**src/rtl/mem_sram_ctrl.sv**
```systemverilog
// MEM-stage data-memory controller: splits each 32-bit access into two
// half-word phases on an external 16-bit asynchronous SRAM.
module mem_sram_ctrl #(
    parameter int unsigned BASE_ADDR   = 1024,
    parameter int unsigned WAIT_CYCLES = 1,
    parameter int unsigned SRAM_AW     = 18
) (
    input  logic               clk,
    input  logic               rst_n,
    input  logic               MEM_r_en,
    input  logic               MEM_w_en,
    input  logic [31:0]        address,
    input  logic [31:0]        wdata,
    output logic [31:0]        rdata,
    output logic               ready,
    output logic [SRAM_AW-1:0] sram_addr,
    output logic [15:0]        sram_dq_out,
    input  logic [15:0]        sram_dq_in,
    output logic               sram_dq_oe,
    output logic               sram_we_n
);

    localparam int unsigned      CNT_W    = 4;
    localparam int unsigned      WORD_W   = SRAM_AW - 1;
    localparam logic [CNT_W-1:0] CNT_LAST = CNT_W'(WAIT_CYCLES - 1);

    typedef enum logic [1:0] {
        IDLE,
        LOW,
        HIGH,
        DONE
    } state_t;

    state_t            state;
    logic [CNT_W-1:0]  cnt;
    logic [WORD_W-1:0] word;
    logic [15:0]       wdata_hi;
    logic              op_wr;

    logic              req;
    logic [WORD_W-1:0] word_c;

    assign req = MEM_r_en | MEM_w_en;

    // Word index relative to the SRAM window; upper bits wrap away.
    assign word_c = WORD_W'((address - 32'(BASE_ADDR)) >> 2);

    // Freeze the pipeline from the request cycle until the word is complete.
    assign ready = ~(req & (state != DONE));

    // Sequencer; SRAM pins are registered with the values for the state being entered.
    always_ff @(posedge clk) begin
        if (!rst_n) begin
            state       <= IDLE;
            cnt         <= '0;
            word        <= '0;
            wdata_hi    <= '0;
            op_wr       <= 1'b0;
            rdata       <= '0;
            sram_addr   <= '0;
            sram_dq_out <= '0;
            sram_dq_oe  <= 1'b0;
            sram_we_n   <= 1'b1;
        end else begin
            case (state)
                IDLE: begin
                    if (req) begin
                        state       <= LOW;
                        cnt         <= '0;
                        word        <= word_c;
                        wdata_hi    <= wdata[31:16];
                        op_wr       <= MEM_w_en;
                        sram_addr   <= {word_c, 1'b0};
                        sram_dq_out <= MEM_w_en ? wdata[15:0] : 16'h0000;
                        sram_dq_oe  <= MEM_w_en;
                        sram_we_n   <= ~MEM_w_en;
                    end
                end
                LOW: begin
                    if (cnt == CNT_LAST) begin
                        if (!op_wr) begin
                            rdata[15:0] <= sram_dq_in;
                        end
                        state       <= HIGH;
                        cnt         <= '0;
                        sram_addr   <= {word, 1'b1};
                        sram_dq_out <= op_wr ? wdata_hi : 16'h0000;
                    end else begin
                        cnt <= cnt + CNT_W'(1);
                    end
                end
                HIGH: begin
                    if (cnt == CNT_LAST) begin
                        if (!op_wr) begin
                            rdata[31:16] <= sram_dq_in;
                        end
                        state       <= DONE;
                        cnt         <= '0;
                        sram_addr   <= '0;
                        sram_dq_out <= '0;
                        sram_dq_oe  <= 1'b0;
                        sram_we_n   <= 1'b1;
                    end else begin
                        cnt <= cnt + CNT_W'(1);
                    end
                end
                DONE: begin
                    state <= IDLE;
                end
                default: begin
                    state <= IDLE;
                end
            endcase
        end
    end

endmodule

```
**config.mk**
```make
export PLATFORM = sky130hd
export DESIGN_NAME = mem_sram_ctrl
export DESIGN_NICKNAME = d
export VERILOG_FILES = /design/src/rtl/mem_sram_ctrl.sv
export SDC_FILE = /design/constraint.sdc
export NUM_CORES = 1
export LEC_CHECK = 0
export ABC_AREA = 1
export BUFFER_PORTS_ARGS = -buffer_cell sky130_fd_sc_hd__buf_2
export CELL_PAD_IN_SITES_DETAIL_PLACEMENT = 1
export CELL_PAD_IN_SITES_GLOBAL_PLACEMENT = 1
export CORE_MARGIN = 10
export CORE_UTILIZATION = 38
export DETAILED_ROUTE_END_ITERATION = 12
export GPL_TIMING_DRIVEN = 0
export PLACE_DENSITY = 0.86
export SYNTH_ARGS = -nofsm -noshare
export SYNTH_HDL_FRONTEND = slang
export SYNTH_SLANG_ARGS = --single-unit
```
**constraint.sdc**
```tcl
create_clock -name clk -period 3.8 [get_ports clk]
set_input_delay 0.76 -clock clk [delete_from_list [all_inputs] [get_ports clk]]
set_output_delay 0.76 -clock clk [all_outputs]
set_load 0.01 [all_outputs]
```
### After elaboration in Yosys (flattened, before gate mapping)

Index checks and enable logic that the tools add are counted.

| operators by class | value |
|---|---|
| $add $sub $neg | 2 |
| reduce and logical (&&, ||, !) cells | 13 |
| equality and inequality tests | 7 |
| multiplexer cells | 23 |
| bitwise operators | 5 |

Operators by type and width:

| cell | count |
|---|---|
| 16-bit two-way mux | 5 |
| 18-bit two-way mux | 3 |
| 18-bit case mux with 3 select lines | 1 |
| 16-bit case mux with 3 select lines | 1 |
| 19-bit by 11-bit subtractor with 19-bit output, second input constant | 1 |
| 3-bit AND reduction | 4 |
| 4-bit two-way mux | 2 |
| 2-bit != test, second input constant | 4 |
| 2-bit case mux with 4 select lines | 1 |
| 4-bit case mux with 2 select lines | 1 |
| 2-bit two-way mux | 3 |
| 4-bit by 1-bit adder with 4-bit output, second input constant | 1 |
| 2-bit equality test, second input constant | 2 |
| 4-bit logical NOT | 1 |
| 1-bit two-way mux | 4 |
| 1-bit case mux with 2 select lines | 2 |
| 2-bit AND reduction | 2 |
| 4-bit AND reduction | 1 |
| 2-bit nonzero test | 2 |
| 1-bit NOT | 3 |
| 3-bit nonzero test | 1 |
| 2-bit by 1-bit equality test with 1-bit output, second input constant | 1 |
| 2-bit logical NOT | 1 |
| 2-bit OR reduction | 1 |
| other kinds (2) | 2 |

| storage, ports and cells | value |
|---|---|
| word-level logic and storage cells | 61 |
| register bits | 108 |
| input bits | 84 |
| output and inout port bits | 69 |

### Longest topological paths before layout

Gate-level depths: netlist of run 1.

| logic depth | value |
|---|---|
| word-level depth | 4 |
| mapped depth | 10 |
| gate-level depth less buffers | 9 |

### Worst setup path before layout of run 1

No wires, ideal clock.

| timing | value |
|---|---|
| path type | input port to output port |
| from | in MEM_w_en |
| to | out ready |
| data required time | 3.040 ns |
| slack | 1.832 ns |
| path buffers | 1 |
| arrival | 1.208 ns |
| stages | 3 |
| cell sequence | buf_6 nor2_4 or2_2 |

| between the ends | value |
|---|---|
| cells in the longest elaborated chain, start to end | 3 |

Ends and longest elaborated chain:

| element | RTL line | RTL |
|---|---|---|
| start, declared | 11 | `input logic MEM_w_en,` |
| 1-bit OR | 43 | `assign req = MEM_r_en \| MEM_w_en;` |
| 1-bit bitwise AND | 49 | `assign ready = ~(req & (state != DONE));` |
| 1-bit NOT | 49 |  |
| end, declared | 15 | `output logic ready,` |

No other way between the ends.

### Final worst setup path of run 1

Ends and elaborated chain as after synthesis.

==> results of run 1 <==
sequential cells by signal (all words and copies together) (netlist names):
register and count:
rdata 32, sram_addr 18, word 17, sram_dq_out 16
wdata_hi 16, cnt 4, state 2, op_wr 1
sram_dq_oe 1, sram_we_n 1
per-stage QoR:
step / total power, mW / setup slack [ns] / std cells
2_1_floorplan: 3.21 / 1.83 / 657
3_3_place_gp: 3.95 / 1.68 / 960
3_5_place_dp: 4.07 / 1.67 / 960
4_1_cts: 5.12 / 1.65 / 976
5_1_grt: 5.48 / 1.50 / 976
6_report: 5.07 / 1.68 / 977
final cells by class:
class                           count  share of cell area
Inverter                           80              0.0511
Tap cell                          168              0.0355
Sequential cell                   108               0.365
Multi-Input combinational cell    430               0.344
Timing Repair Buffer              135               0.114
Buffer                             39              0.0353
Clock inverter                      3              0.0116
Antenna cell                        1            0.000423
Clock buffer                       13              0.0423
synth_stat cells, types with 2 or more instances:
master    number  share of area
clkbuf_1      17          0.014
dfxtp_1      108           0.46
nand4_1        4         0.0053
buf_4          4         0.0064
inv_1         78          0.062
ha_1           9          0.024
o21bai_1       2         0.0032
o21ai_0       97           0.10
or2_2          3         0.0040
nand2_1       76          0.061
buf_2         14          0.015
nand3_1       28          0.030
a21oi_1       55          0.058
buf_6          4         0.0096
o211ai_1       2         0.0032
nor2_1       118          0.094
nor3_1         3         0.0032
o21ai_1       23          0.024
cells by family (layout without fill, tap and decap cells):
| family | after synthesis | in the layout | synth area share |
|---|---|---|---|
| buffers and inverters | 119 | 270 | 0.109 |
| adders and majority gates | 9 | 9 | 0.0239 |
| xor gates and xnor gates | 2 | 2 | 0.00372 |
| AOI/OAI and AO/OA | 182 | 182 | 0.197 |
| DFF | 108 | 108 | 0.459 |
| other | 0 | 1 | 0 |
| and+or+nand+nor | 237 | 237 | 0.208 |
worst max-delay path, delay by kind of cell:
| family | cells | cell delay (ns) |
|---|---|---|
| simple gates | 2 | 0.33 |
| buf+inv | 2 | 0.27 |
metal layers:
| layer | part of all wire | GRT usage | up-vias |
|---|---|---|---|
| met5 | 0 | 0 | - |
| li1 | - | - | 2401 |
| met4 | 0.015 | 0.0649 | 0 |
| met1 | 0.45 | 0.222 | 2261 |
| met3 | 0.060 | 0.0499 | 21 |
| met2 | 0.48 | 0.307 | 148 |
worst max-delay path by stage:
stage	endpoint	start	depth (start not counted)
6_report	ready	MEM_w_en	4
5_1_grt	sram_addr[2]$_SDFFE_PN0P_	state[0]$_SDFFE_PN0P_	8
4_1_cts	ready	state[0]$_SDFFE_PN0P_	3
3_5_place_dp	ready	MEM_w_en	4
3_3_place_gp	ready	MEM_w_en	4
2_1_floorplan	ready	MEM_w_en	3
report_power, final:
group / leakage, nW / internal (mW) / switching [mW] / total (mW)
clock: 0.154 / 0.600 / 0.430 / 1.03
combinational: 1.80 / 0.779 / 1.45 / 2.23
sequential: 0.891 / 1.58 / 0.223 / 1.81
==> metrics.txt, run 1 <==
worst reg2reg path depth 8; Final period util 0.558; Critical-path top delay cell or2_2; Primary FF master, synth dfxtp_1; Worst Setup End Kind primary output; antenna violations before repair 0; setup TNS 0 ns; Largest stage delay, worst path 0.27 ns; number of global-route vias before repair 5172; post-synthesis sequential area ratio 0.459; Hold Fails Final Rpt 0; Nets 896; critical path class in2out; post-CTS sizing 0; hold endpoint rdata[17]$_SDFFE_PN0P_; per-cell routed wire length 16.4 um; gr usage total 0.184; commonest non-fill, non-tap cells in the layout buf_2 (149), nor2_1 (118), dfxtp_1 (108), o21ai_0 (97), inv_1 (78); CTS root buf clkbuf_16; first-pass GRT wire length 26200 um; Die Width 131 um; endpoints failing setup 0; CTS tree done; fin util 0.491; Worst slew margin 0.675; die area 17300 um2; pwr dens 856 nW/um2; CTS clk-pin slew, worst paths 0.07 ns; Synth Instances 657; largest net degree at the start of global routing 17; top-level I/O count 153; Cell variety after synth 30; post-route DRC violation count 0; syn_area_per_cell 7.17 um2; first-pass iteration count of the detailed router 4; routability cong. 0.863; MaxCap Viol Count 0; ordered cell list for the critical path buf_6 > nor2_4 > or2_2 > buf_2; I/O Buffers 135; Layout Skew 0.00529 ns; Max Clock Freq 471 MHz; Mapped Area 4710 um2; H-Tree Depth 3; worst endpoint required time 3.04 ns; CP Launch Type input pin; Hold Crit Start rdata[17]$_SDFFE_PN0P_; share of post-route cells with drive strength above 1 0.223; CTS max path bufs 2; R2R setup slack 1.69 ns; LEAKAGE 2.84 nW; Fin Hold WS 0.442 ns; Initial Utilization 0.391; area of the multi-input gates 2040 um2; R2R Path Start state[0]$_SDFFE_PN0P_; Post-CTS Repair Setup Buffers 0; Vias/cell 4.94; via count 4831; CP Max Fanout 10; WL final 16000 um; r2r endpoint sram_addr[2]$_SDFFE_PN0P_; Max Transition Viols Final 0; RSZ-0062 raised after global routing false; Std-Cell Rows 40; hold path depth 2; #FFs+latches synth 108; Hold Path Class reg2reg; clk sinks 108; Routed Antenna Nets 0; CP Data Arrival Time 1.36 ns; fillers 1593; Hold Buf Count CTS 0; Area Overhead vs Synth 25.6%; post-DP HPWL 12700 um; fin area 5920 um2; number of CTS-inserted buffers 9; register area 2160 um2; Core Box Area 12100 um2; DRT iter0 DRCs 258; run status complete, no violations; Clock Latency Late Sink 0.36 ns; maximum VDD drop 0.254 mV; Tmin final 2.12 ns; YS warnings 0; die height 131 um; commonest non-fill, non-tap cell in the layout buf_2; number of synthesized flops with an enable pin 0; global route total overflow 0; Post-Syn Nets 750; Worst Max-Slew Pin Slew 0.487 ns; Post-DP Area 5600 um2; ys async rst share 0
No activity file was read; power rests on OpenSTA's default activity.
==> run 2: changes to the inputs <==
--- a/config.mk
+++ b/config.mk
@@ -10,10 +10,10 @@
 export CELL_PAD_IN_SITES_DETAIL_PLACEMENT = 1
 export CELL_PAD_IN_SITES_GLOBAL_PLACEMENT = 1
 export CORE_MARGIN = 10
-export CORE_UTILIZATION = 38
+export CORE_UTILIZATION = 35
 export DETAILED_ROUTE_END_ITERATION = 12
 export GPL_TIMING_DRIVEN = 0
-export PLACE_DENSITY = 0.86
+export PLACE_DENSITY = 0.8
 export SYNTH_ARGS = -nofsm -noshare
 export SYNTH_HDL_FRONTEND = slang
 export SYNTH_SLANG_ARGS = --single-unit
==> constraint.sdc (replaced) <==
create_clock -name clk -period 2.05 [get_ports clk]
set_input_delay 0.41 -clock clk [delete_from_list [all_inputs] [get_ports clk]]
set_output_delay 0.41 -clock clk [all_outputs]
set_load 0.01 [all_outputs]
==> metrics.txt, run 2 (same netlist as run 1, synthesis figures left out) <==
LEAKAGE 2.86 nW; Place WS -0.0112 ns; Critical-path top delay cell dfxtp_2; Ant. Diodes 0; clock share of power 0.195; Area Overhead vs Synth 26.0%; routability cong. 0.831; Tmin final 1.88 ns; Buf+Inv Stages, Crit Path 3; antenna violations before repair 0; run status complete, no violations; number of CTS-inserted buffers 9; Max Clock Freq 532 MHz; Largest stage delay, worst path 0.38 ns; Clock Latency Late Sink 0.35 ns; Final period util 0.917; biggest regs rdata: 32 flops, sram_addr: 18 flops, word: 17 flops; Worst Setup End Kind flop; largest net degree at the start of global routing 18; Gate power share 0.446; RSZ-0062 raised after global routing false; CTS clk-pin slew, worst paths 0.07 ns; via count 4798; critical path class reg2reg; Sw Ratio 0.420; MaxCap Viol Count 0; Initial Utilization 0.356; Max Transition Viols Final 0; DRT iter0 DRCs 186; Nets 896; total power 9.36 mW; Std-Cell Rows 42; die area 18500 um2; CP Max Fanout 10; share of power burned in registers 0.359; global route total overflow 0; CP Launch Type flop; CTS root buf clkbuf_16; CTS max path bufs 2; max reg flops 32; Metal-1 WL 7150 um; P_sw 3.93 mW; setup TNS 0 ns; top-level I/O count 153; Post-CTS Repair Setup Buffers 0; Final WS setup 0.169 ns; CTS tree done; Cell Count, Final, Fillers Out 984; commonest non-fill, non-tap cell in the layout buf_2; Hold Buf Count CTS 0; Worst slew margin 0.641; met3 WL 1080 um; WL met2 7710 um; pwr dens 1580 nW/um2; Top Family by Delay on Critical Path buffers and inverters; DR top layer met4; Layout Skew 0.00425 ns; number of global-route vias before repair 5173; gr usage total 0.172; Core Box Area 13200 um2; Vias/cell 4.88; CP Data Arrival Time 2.12 ns; Fin Hold WS 0.311 ns; Placed Instances 968; ordered cell list for the critical path inv_1 > ha_1 > clkbuf_4 > nand2_4 > clkbuf_4 > o21ai_0 > o21ai_0 > nor2_1; Hold Path Class in2reg; commonest non-fill, non-tap cells in the layout buf_2 (146), nor2_1 (118), dfxtp_1 (106), o21ai_0 (97), inv_1 (78); maximum VDD drop 0.529 mV; die height 136 um; Worst Max-Slew Pin Slew 0.538 ns; clk sinks 108; H-Tree Depth 3; Hold Fails Final Rpt 0; Die Width 136 um; worst endpoint required time 2.29 ns; per-cell routed wire length 16.4 um; WL final 16100 um; largest reg by FF count rdata; first-pass GRT wire length 25300 um; first-pass iteration count of the detailed router 4; Internal Power 5.43 mW; post-DP HPWL 12700 um; post-route DRC violation count 0; I/O Buffers 135; fillers 1778; share of post-route cells with drive strength above 1 0.230; Routed Antenna Nets 0; endpoints failing setup 0
## run 2: changes by cell type in the layout (fill, tap and decap cells not counted), sizes merged
cell and change:
bufinv -1, clkinv +2, clkbuf +1, diode -1, buf -3, clkinvlp +1
## run 2: routing by layer
| metal | vias up | GRT usage |
|---|---|---|
| met2 | 126 | 0.297 |
| met3 | 14 | 0.0483 |
| li1 | 2401 | - |
| met4 | 0 | 0.0627 |
| met1 | 2257 | 0.198 |
| met5 | - | 0 |
## run 2: layout make-up
cell class              instances  area, um2  share of cell area
flip-flops and latches        108       2160               0.365
multi-input cells             430       2040               0.344
repair buffers                135        676               0.114
inverters                      80        303              0.0510
clock buffers                  11        253              0.0426
well taps                     176        220              0.0371
plain buffers                  39        218              0.0367
clock inverters                 5       58.8             0.00991
## run 2: repair_timing
item,in CTS,in global routing
gates cloned,0,0
resized for setup,1,6
pin swaps,0,0
endpoints found under the setup margin,1,22
## run 2: worst paths after layout
| kind | from | end | slack, ns | cells after the start |
|---|---|---|---|---|
| worst min-delay path | wdata[18] | wdata_hi[2]$_SDFFE_PN0P_ | 0.31 | 3 |
| worst max register to register | state[0]$_SDFFE_PN0P_ | sram_dq_out[6]$_SDFFE_PN0P_ | 0.17 | 8 |
| worst min register to register | rdata[26]$_SDFFE_PN0P_ | rdata[26]$_SDFFE_PN0P_ | 0.44 | 2 |
| worst max-delay path | state[0]$_SDFFE_PN0P_ | sram_dq_out[6]$_SDFFE_PN0P_ | 0.17 | 8 |
## run 2: through the flow
stage / area [um2] / utilization
finish: 5940 / 0.448
global route: 5940 / 0.448
CTS: 5920 / 0.447
detailed placement: 5610 / 0.424
global placement: 5610 / 0.424
floorplan: 4710 / -
## run 2: worst min-delay path, delay by kind of cell
kind	cells	cell delay (ns)
buf+inv	1	0.07
compound gates	1	0.07
simple gates	1	0.08
## run 2: power by group through the flow
stage | Combinational [mW] | Clock [mW] | Sequential [mW]
final | 4.18 | 1.82 | 3.36
after global routing | 4.70 | 1.96 | 3.47
after CTS | 4.21 | 1.86 | 3.36
after detailed placement | 4.18 | 0 | 3.40
after global placement | 4.03 | 0 | 3.35
after floorplan | 2.34 | 0 | 3.60
